[src/rtl/wb_fwd_history_if.sv]
// Writeback-history bus: WB capture inputs, stall/flush controls and the two
// forwarding lookup ports with their results.
interface wb_fwd_history_if #(
   parameter int DATA_W = 32,
   parameter int ADDR_W = 5
);
   logic              stall_i;
   logic              flush_i;
   logic              wb_regwrite_i;
   logic [ADDR_W-1:0] wb_wesel_i;
   logic [DATA_W-1:0] wb_data_i;
   logic [ADDR_W-1:0] rs_addr_i;
   logic [ADDR_W-1:0] rt_addr_i;
   logic              rs_hit_o;
   logic [DATA_W-1:0] rs_data_o;
   logic              rt_hit_o;
   logic [DATA_W-1:0] rt_data_o;
   logic              newest_regwrite_o;
   logic [ADDR_W-1:0] newest_wesel_o;
   logic [DATA_W-1:0] newest_data_o;
   logic [3:0]        occupancy_o;

   modport master (
      output stall_i, flush_i, wb_regwrite_i, wb_wesel_i, wb_data_i,
             rs_addr_i, rt_addr_i,
      input  rs_hit_o, rs_data_o, rt_hit_o, rt_data_o,
             newest_regwrite_o, newest_wesel_o, newest_data_o, occupancy_o
   );

   modport slave (
      input  stall_i, flush_i, wb_regwrite_i, wb_wesel_i, wb_data_i,
             rs_addr_i, rt_addr_i,
      output rs_hit_o, rs_data_o, rt_hit_o, rt_data_o,
             newest_regwrite_o, newest_wesel_o, newest_data_o, occupancy_o
   );
endinterface

[src/rtl/wb_fwd_history.sv]
// Shift history of the last DEPTH WB-stage register writes with two
// combinational newest-wins forwarding lookups (rs, rt).
module wb_fwd_history #(
   parameter int DATA_W    = 32,
   parameter int ADDR_W    = 5,
   parameter int DEPTH     = 3,
   parameter int BYPASS_IN = 0
) (
   input logic              clk,
   input logic              rst,
   wb_fwd_history_if.slave  bus
);
   logic              valid_q [DEPTH];
   logic [ADDR_W-1:0] addr_q  [DEPTH];
   logic [DATA_W-1:0] data_q  [DEPTH];

   logic              live_v;
   logic [3:0]        occ;

   // Register 0 is never a real destination, so it is dropped at capture.
   assign live_v = bus.wb_regwrite_i && (bus.wb_wesel_i != '0);

   always_ff @(posedge clk or posedge rst) begin
      if (rst) begin
         for (int unsigned i = 0; i < DEPTH; i++) begin
            valid_q[i] <= 1'b0;
            addr_q[i]  <= '0;
            data_q[i]  <= '0;
         end
      end else if (bus.flush_i) begin
         for (int unsigned i = 0; i < DEPTH; i++) begin
            valid_q[i] <= 1'b0;
            addr_q[i]  <= '0;
            data_q[i]  <= '0;
         end
      end else if (!bus.stall_i) begin
         for (int unsigned i = 1; i < DEPTH; i++) begin
            valid_q[i] <= valid_q[i-1];
            addr_q[i]  <= addr_q[i-1];
            data_q[i]  <= data_q[i-1];
         end
         valid_q[0] <= live_v;
         addr_q[0]  <= bus.wb_wesel_i;
         data_q[0]  <= bus.wb_data_i;
      end
   end

   // Scan oldest to newest so later (newer) matches overwrite older ones;
   // the live WB input is applied last to take top priority.
   always_comb begin
      int unsigned idx;
      bus.rs_hit_o  = 1'b0;
      bus.rs_data_o = '0;
      bus.rt_hit_o  = 1'b0;
      bus.rt_data_o = '0;
      idx = 0;
      for (int unsigned k = 0; k < DEPTH; k++) begin
         idx = DEPTH - 1 - k;
         if (valid_q[idx] && (addr_q[idx] == bus.rs_addr_i)) begin
            bus.rs_hit_o  = 1'b1;
            bus.rs_data_o = data_q[idx];
         end
         if (valid_q[idx] && (addr_q[idx] == bus.rt_addr_i)) begin
            bus.rt_hit_o  = 1'b1;
            bus.rt_data_o = data_q[idx];
         end
      end
      if ((BYPASS_IN != 0) && live_v) begin
         if (bus.wb_wesel_i == bus.rs_addr_i) begin
            bus.rs_hit_o  = 1'b1;
            bus.rs_data_o = bus.wb_data_i;
         end
         if (bus.wb_wesel_i == bus.rt_addr_i) begin
            bus.rt_hit_o  = 1'b1;
            bus.rt_data_o = bus.wb_data_i;
         end
      end
      if (bus.rs_addr_i == '0) begin
         bus.rs_hit_o  = 1'b0;
         bus.rs_data_o = '0;
      end
      if (bus.rt_addr_i == '0) begin
         bus.rt_hit_o  = 1'b0;
         bus.rt_data_o = '0;
      end
   end

   always_comb begin
      occ = '0;
      for (int unsigned k = 0; k < DEPTH; k++) begin
         if (valid_q[k]) occ = occ + 4'd1;
      end
   end

   assign bus.occupancy_o       = occ;
   assign bus.newest_regwrite_o = valid_q[0];
   assign bus.newest_wesel_o    = addr_q[0];
   assign bus.newest_data_o     = data_q[0];
endmodule

[src/flat_wrapper.sv]
// flat-port wrapper written by rule: the top's interface ports become plain ports
module wb_fwd_history_flat 
#(
   parameter int DATA_W    = 32,
   parameter int ADDR_W    = 5,
   parameter int DEPTH     = 3,
   parameter int BYPASS_IN = 0
)
  (clk, rst, bus_stall_i, bus_flush_i, bus_wb_regwrite_i, bus_wb_wesel_i, bus_wb_data_i, bus_rs_addr_i, bus_rt_addr_i, bus_rs_hit_o, bus_rs_data_o, bus_rt_hit_o, bus_rt_data_o, bus_newest_regwrite_o, bus_newest_wesel_o, bus_newest_data_o, bus_occupancy_o);
  wb_fwd_history_if #(.DATA_W(DATA_W), .ADDR_W(ADDR_W)) bus_i ();
  input logic clk;
  input logic rst;
  input wire logic [$bits(bus_i.stall_i)-1:0] bus_stall_i;
  input wire logic [$bits(bus_i.flush_i)-1:0] bus_flush_i;
  input wire logic [$bits(bus_i.wb_regwrite_i)-1:0] bus_wb_regwrite_i;
  input wire logic [$bits(bus_i.wb_wesel_i)-1:0] bus_wb_wesel_i;
  input wire logic [$bits(bus_i.wb_data_i)-1:0] bus_wb_data_i;
  input wire logic [$bits(bus_i.rs_addr_i)-1:0] bus_rs_addr_i;
  input wire logic [$bits(bus_i.rt_addr_i)-1:0] bus_rt_addr_i;
  output wire logic [$bits(bus_i.rs_hit_o)-1:0] bus_rs_hit_o;
  output wire logic [$bits(bus_i.rs_data_o)-1:0] bus_rs_data_o;
  output wire logic [$bits(bus_i.rt_hit_o)-1:0] bus_rt_hit_o;
  output wire logic [$bits(bus_i.rt_data_o)-1:0] bus_rt_data_o;
  output wire logic [$bits(bus_i.newest_regwrite_o)-1:0] bus_newest_regwrite_o;
  output wire logic [$bits(bus_i.newest_wesel_o)-1:0] bus_newest_wesel_o;
  output wire logic [$bits(bus_i.newest_data_o)-1:0] bus_newest_data_o;
  output wire logic [$bits(bus_i.occupancy_o)-1:0] bus_occupancy_o;
  assign bus_i.stall_i = bus_stall_i;
  assign bus_i.flush_i = bus_flush_i;
  assign bus_i.wb_regwrite_i = bus_wb_regwrite_i;
  assign bus_i.wb_wesel_i = bus_wb_wesel_i;
  assign bus_i.wb_data_i = bus_wb_data_i;
  assign bus_i.rs_addr_i = bus_rs_addr_i;
  assign bus_i.rt_addr_i = bus_rt_addr_i;
  assign bus_rs_hit_o = bus_i.rs_hit_o;
  assign bus_rs_data_o = bus_i.rs_data_o;
  assign bus_rt_hit_o = bus_i.rt_hit_o;
  assign bus_rt_data_o = bus_i.rt_data_o;
  assign bus_newest_regwrite_o = bus_i.newest_regwrite_o;
  assign bus_newest_wesel_o = bus_i.newest_wesel_o;
  assign bus_newest_data_o = bus_i.newest_data_o;
  assign bus_occupancy_o = bus_i.occupancy_o;
  wb_fwd_history #(.DATA_W(DATA_W), .ADDR_W(ADDR_W), .DEPTH(DEPTH), .BYPASS_IN(BYPASS_IN)) u_core (.clk(clk), .rst(rst), .bus(bus_i));
endmodule
[config.mk]
export PLATFORM = sky130hd
export DESIGN_NAME = wb_fwd_history_flat
export DESIGN_NICKNAME = d
export VERILOG_FILES = /design/src/rtl/wb_fwd_history_if.sv /design/src/rtl/wb_fwd_history.sv /design/src/flat_wrapper.sv
export SDC_FILE = /design/constraint.sdc
export NUM_CORES = 1
export LEC_CHECK = 0
export CORE_AREA = 3 3 147 149
export CTS_CLUSTER_SIZE = 30
export DETAILED_ROUTE_END_ITERATION = 7
export DIE_AREA = 0 0 150 152
export PLACE_DENSITY = 0.67
export SYNTH_ARGS = -nofsm -noshare
export SYNTH_HDL_FRONTEND = slang
export SYNTH_SLANG_ARGS = --single-unit
[constraint.sdc]
create_clock -name clk -period 4.09 [get_ports clk]
set_input_delay 0.6135 -clock clk [delete_from_list [all_inputs] [get_ports clk]]
set_output_delay 0.6135 -clock clk [all_outputs]
set_load 0.03 [all_outputs]
# Word level (Yosys, flattened, before mapping)
# Cells that the tools add are included.
word_totals:
  regBits: 114
  latchBits: 0
  mem_bits_rw: 0
  rom_bits: 0
  inputBits: 52
  wordCells: 53
  mem_count: 0
classes:
  add_sub_neg: 2
  multipliers: 0
  div: 0
  magnitude_cmp: 0
  eq_ne: 7
  shifts: 0
  mux: 25
  bitwise: 0
  n_reduce_logical: 10
op_table:
  columns: ["operator", "count"]
  rows:
  - ["2-to-1 mux 32 bit", 8]
  - ["2-to-1 mux 96 bit", 2]
  - ["equality test 5 bit", 6]
  - ["2-to-1 mux 15 bit", 2]
  - ["zero test 5 bit", 2]
  - ["2-to-1 mux 1 bit", 9]
  - ["2-to-1 mux 4 bit", 2]
  - ["logical AND 1 bit", 7]
  - ["2-to-1 mux 3 bit", 2]
  - ["nonzero test 5 bit", 1]
  - ["adder 4 x 1 -> 4 bit (second input constant)", 1]
  - ["adder 1 x 1 -> 2 bit (second input constant)", 1]
  - ["inequality test 2 x 1 -> 1 bit (second input constant)", 1]

# Longest topological paths before layout
# Gate-level depths: netlist of run 1.
depth:
  ltp_word: 6
  ltp_mapped: 7
  depth_no_buf: 5

# Least setup slack after synthesis of run 1
# Ideal clock, no wire load.
synth_path:
  path_type: "input to output"
  startpoint: "input port bus_rs_addr_i[0]"
  endpoint: "output port bus_rs_hit_o"
  arrival_ns: 2.159
  t_required_ns: 3.477
  setup_slack_ns: 1.318
  cell_stages: 7
  path_cell_list: "buf_6 -> xnor2_1 -> nand4_1 -> nor3_4 -> buf_4 -> nor2_1 -> a21oi_1"
synth_between:
  elab_chain_len: 6
  word_cells_on_any_way: 11
synth_lines:
  columns: ["item", "line", "text"]
  rows:
  - ["from (decl)", "flat_wrapper.sv:18", "input wire logic [$bits(bus_i.rs_addr_i)-1:0] bus_rs_addr_i;"]
  - ["equality test 5 bit", "wb_fwd_history.sv:59", "if (valid_q[idx] && (addr_q[idx] == bus.rs_addr_i)) begin"]
  - ["logical AND 1 bit", "wb_fwd_history.sv:59", null]
  - ["2-to-1 mux 1 bit (3 in series)", "wb_fwd_history.sv:59", null]
  - ["2-to-1 mux 1 bit (*)", "wb_fwd_history.sv:78", "if (bus.rs_addr_i == '0) begin"]
  - ["to (decl)", "flat_wrapper.sv:20", "output wire logic [$bits(bus_i.rs_hit_o)-1:0] bus_rs_hit_o;"]
# Mark *: on every way between the ends. The rest lies on a longest branch, timed or not.

# Worst setup path in the final report of run 1
layout_path:
  startpoint: "input port bus_rt_addr_i[0]"
  endpoint: "output port bus_rt_data_o[4]"
layout_between:
  elab_chain_len: 6
  word_cells_on_any_way: 11
layout_lines:
  columns: ["item", "line", "text"]
  rows:
  - ["from (decl)", "flat_wrapper.sv:19", "input wire logic [$bits(bus_i.rt_addr_i)-1:0] bus_rt_addr_i;"]
  - ["equality test 5 bit", "wb_fwd_history.sv:63", "if (valid_q[idx] && (addr_q[idx] == bus.rt_addr_i)) begin"]
  - ["logical AND 1 bit", "wb_fwd_history.sv:63", null]
  - ["2-to-1 mux 32 bit (3 in series)", "wb_fwd_history.sv:63", null]
  - ["2-to-1 mux 32 bit (*)", "wb_fwd_history.sv:82", "if (bus.rt_addr_i == '0) begin"]
  - ["to (decl)", "flat_wrapper.sv:23", "output wire logic [$bits(bus_i.rt_data_o)-1:0] bus_rt_data_o;"]
# Marks and branches as above.

==> Flow_metrics.wiki, run 1 <==
{| class="wikitable"
! Metric !! Value
|-
| Post-DR wirelength/cell || between 15 and 20 microns
|-
| Area delta synth->final || 27.4%
|-
| Leading cell type in the layout, fill and taps excluded || mux2i_1
|-
| Synthesized area divided by synthesized cell count || 11.4 sq um
|-
| Type of element capturing the critical path || primary output
|-
| Final hold violation count || 0
|-
| TritonCTS clock tree || done
|-
| Maximum count of clock buffers along a single path || 2
|-
| Master cell of the clock root buffer || clkbuf_16
|-
| Remaining global-route overflow || 0
|-
| Worst vdd rail ir drop || roughly 0.00025 V
|-
| # port buffers || about 160
|-
| Die Area || about 23000 sq um
|-
| Final Worst Setup Slack || just over 0.4 ns
|-
| Slew headroom || 0.308
|-
| Post-detailed-placement half-perimeter wirelength || between 10000 and 15000 microns
|-
| Total design power || between 2 and 3 mW
|-
| Kind of launch point of the worst setup path || primary input
|-
| Chip width || roughly 150 microns
|-
| Fraction of synthesized cell area taken by the top area cell type || 0.404
|-
| Data required time at the worst endpoint || roughly 3.5 ns
|-
| Top cell type by total area after synthesis || dfrtp_1
|-
| Number of buffers created by CTS || 17
|-
| Ratio of cells with drive above 1 in the final layout || 0.238
|-
| Latest clock arrival within the worst-skew pair || between 0.4 and 0.5 ns
|-
| Routed wire length on met3 || 648 microns
|-
| Flops & latches, synth || between 100 and 150
|-
| F_max || approximately 270 MHz
|-
| Worst setup path class || in2out
|-
| Pwr per Cell Area || 326 nW/um^2
|-
| Post-route fraction of the period consumed by the critical path || 0.900
|-
| Post-CTS Hold Buffers || 0
|-
| Die Height || around 150 microns
|-
| Final cell count without fillers || around 1000
|-
| Total wirelength of the detailed-routed design || around 17000 microns
|-
| Worst Clk Skew || around 0.0096 ns
|-
| Final critical delay including setup and external delays || roughly 3.7 ns
|-
| Setup repair after global routing missed its margin || no
|-
| Post-CTS setup buffer count || 0
|-
| Number of instances in the placed design || roughly 1000
|-
| Via count of the first global-routing pass || a little over 5000
|-
| Layout Nets || a little under 800
|-
| Commonest cells after routing, fill and taps aside || mux2i_1, nor2_1, dfrtp_1, clkdlybuf4s50_1, buf_4
|-
| CP Max Fanout || 17
|-
| Number of antenna violations at the first check in global routing || 0
|-
| Worst min path class || reg2reg
|-
| Worst-path clk slew || 0.05 ns
|-
| Met1 layer wirelength in the final routing || about 8100 microns
|-
| Total I/O pin count || 160
|-
| Number of warnings reported in the yosys synthesis log || 0
|-
| Post-CTS Resized || 0
|-
| Worst path arrival time || 3.07 ns
|-
| 1st-iter DRT viols || roughly 180
|-
| Outcome || finished, final reports clean
|-
| Total global-route track usage || 0.154
|-
| Yosys cell types || 25
|-
| Maximum number of pins on one net before global-route repair || 98
|-
| Number of routed nets with antenna violations || 0
|-
| Top cells by area, synth || dfrtp_1, mux2i_1, o2bb2ai_2
|-
| Number of endpoints failing setup at the final stage || 0
|-
| 1st-pass router iterations || 4
|-
| DRC violation count after routing || 0
|-
| Initial Utilization || 0.348
|-
| Max H-tree Level || 4
|-
| Number of cells produced by synthesis || between 600 and 700
|-
| Total negative slack || 0 ns
|-
| Total via count after detailed routing || about 5000
|-
| Dpl ws || ~0.41 ns
|-
| Number of clock sinks || about 110
|-
| Count of inserted antenna diode cells || 0
|-
| Lkg Pwr || roughly 3.9 nW
|-
| Vias per inst || roughly 5
|-
| Sequential fraction of the synthesis area || 0.404
|-
| Max-slew violation total from the final report || 0
|-
| Summed instance area of the synthesized netlist || 7070 sq um
|-
| Slew @ Worst Pin || between 1 and 1.5 ns
|-
| Number of max-capacitance violations reported || 0
|-
| Routability congestion estimate from global placement || just under 0.8
|-
| Row Count || 52
|-
| Routed met2 length || between 8000 and 9000 microns
|-
| Synthesized Nets || 675
|-
| Standard cell core area || 20300 sq um
|-
| Global-route wire length before repair || around 28000 microns
|-
| Highest metal used || met4
|}
-- cell usage after synthesis (all sizes together) --
cell type	count
conb	1
o2bb2ai	64
a21oi	3
mux2i	178
o21ai	1
or4	3
and3	3
nor4	4
xnor2	12
xor2	19
inv	4
ha	2
nor3	2
clkbuf	13
nand4	2
buf	71
o221ai	2
nand3	2
nor2	121
dfrtp	114
-- cell families (layout without fill, tap and decap cells) --
kind of cell / after synthesis / count (layout) / share of synthesized area
mux: 178 / 178 / 0.252
flops: 114 / 114 / 0.404
xor+xnor: 31 / 31 / 0.0384
simple gates: 137 / 137 / 0.0815
other cells: 1 / 1 / 0.000531
buf+inv: 88 / 208 / 0.0806
compound gates: 70 / 70 / 0.140
fa+ha+maj: 2 / 2 / 0.00354
-- metrics by stage --
stage	instance area, sq um	utilization	hold slack, ns
2_1_floorplan	7070	-	0.511
3_3_place_gp	8460	0.417	0.528
3_5_place_dp	8460	0.417	0.539
4_1_cts	9000	0.444	0.552
5_1_grt	9000	0.444	0.578
6_report	9000	0.444	0.548
-- routing by layer --
layer / GRT usage / vias to the layer above
li1: - / 2388
met1: 0.208 / 2435
met2: 0.245 / 106
met3: 0.0372 / 10
met4: 0.0466 / 0
met5: 0 / -
-- flip-flops by register name, indices dropped and copies added, names as in the netlist --
name / count
u_core.addr_q: 10
u_core.bus.newest_data_o: 32
u_core.bus.newest_regwrite_o: 1
u_core.bus.newest_wesel_o: 5
u_core.data_q: 64
u_core.valid_q: 2
-- worst max-delay path, stage by stage --
cell and delay (ns):
clkdlybuf4s50_1 0.58, xor2_1 0.22, nor4_1 0.34, and3_1 0.29, o221ai_4 0.36, buf_12 0.32, o2bb2ai_2 0.16, buf_4 0.18
-- cell type report --
type / count / area (sq um)
tap: 270 / 338
fill: 1994 / 11300
clock inverter: 10 / 86.3
inverter: 4 / 17.5
sequential: 114 / 2850
clock buffer: 22 / 454
timing repair buffer: 172 / 1580
multi-input combinational: 419 / 3680
-- path summary, 6_finish.rpt --
check / start / slack, ns / depth (start not counted) / endpoint
setup / recovery: bus_rt_addr_i[0] / 0.41 / 8 / bus_rt_data_o[4]
hold / removal: u_core.data_q[17] / 0.55 / 2 / u_core.data_q[17]
setup reg to reg: u_core.bus.newest_regwrite_o / 3.21 / 2 / u_core.valid_q[1]
hold reg to reg: u_core.data_q[17] / 0.55 / 2 / u_core.data_q[17]
max in group asynchronous: rst / 2.63 / 3 / u_core.bus.newest_data_o[29]
min in group asynchronous: rst / 0.66 / 2 / u_core.bus.newest_data_o[7]
-- report_power, final --
part	switching [mW]	leakage [nW]	internal, mW	total (mW)
combinational	0.188	2.12	0.157	0.345
sequential	0.0587	1.56	1.17	1.23
clock	0.518	0.260	0.845	1.36
total	0.765	3.94	2.17	2.94
Note: power is estimated with default switching activity, not from simulation.
==> inputs of run 2 (changes only) <==
Settings changed: HOLD_SLACK_MARGIN set to 0.1.
==> results of run 2 <==
The final DEF is identical to that of run 1; final timing and power are the same.
==> inputs of run 3 (changes only) <==
Settings changed: GPL_ROUTABILITY_DRIVEN set to 1.
==> results of run 3 <==
The final DEF is identical to that of run 1; final timing and power are the same.
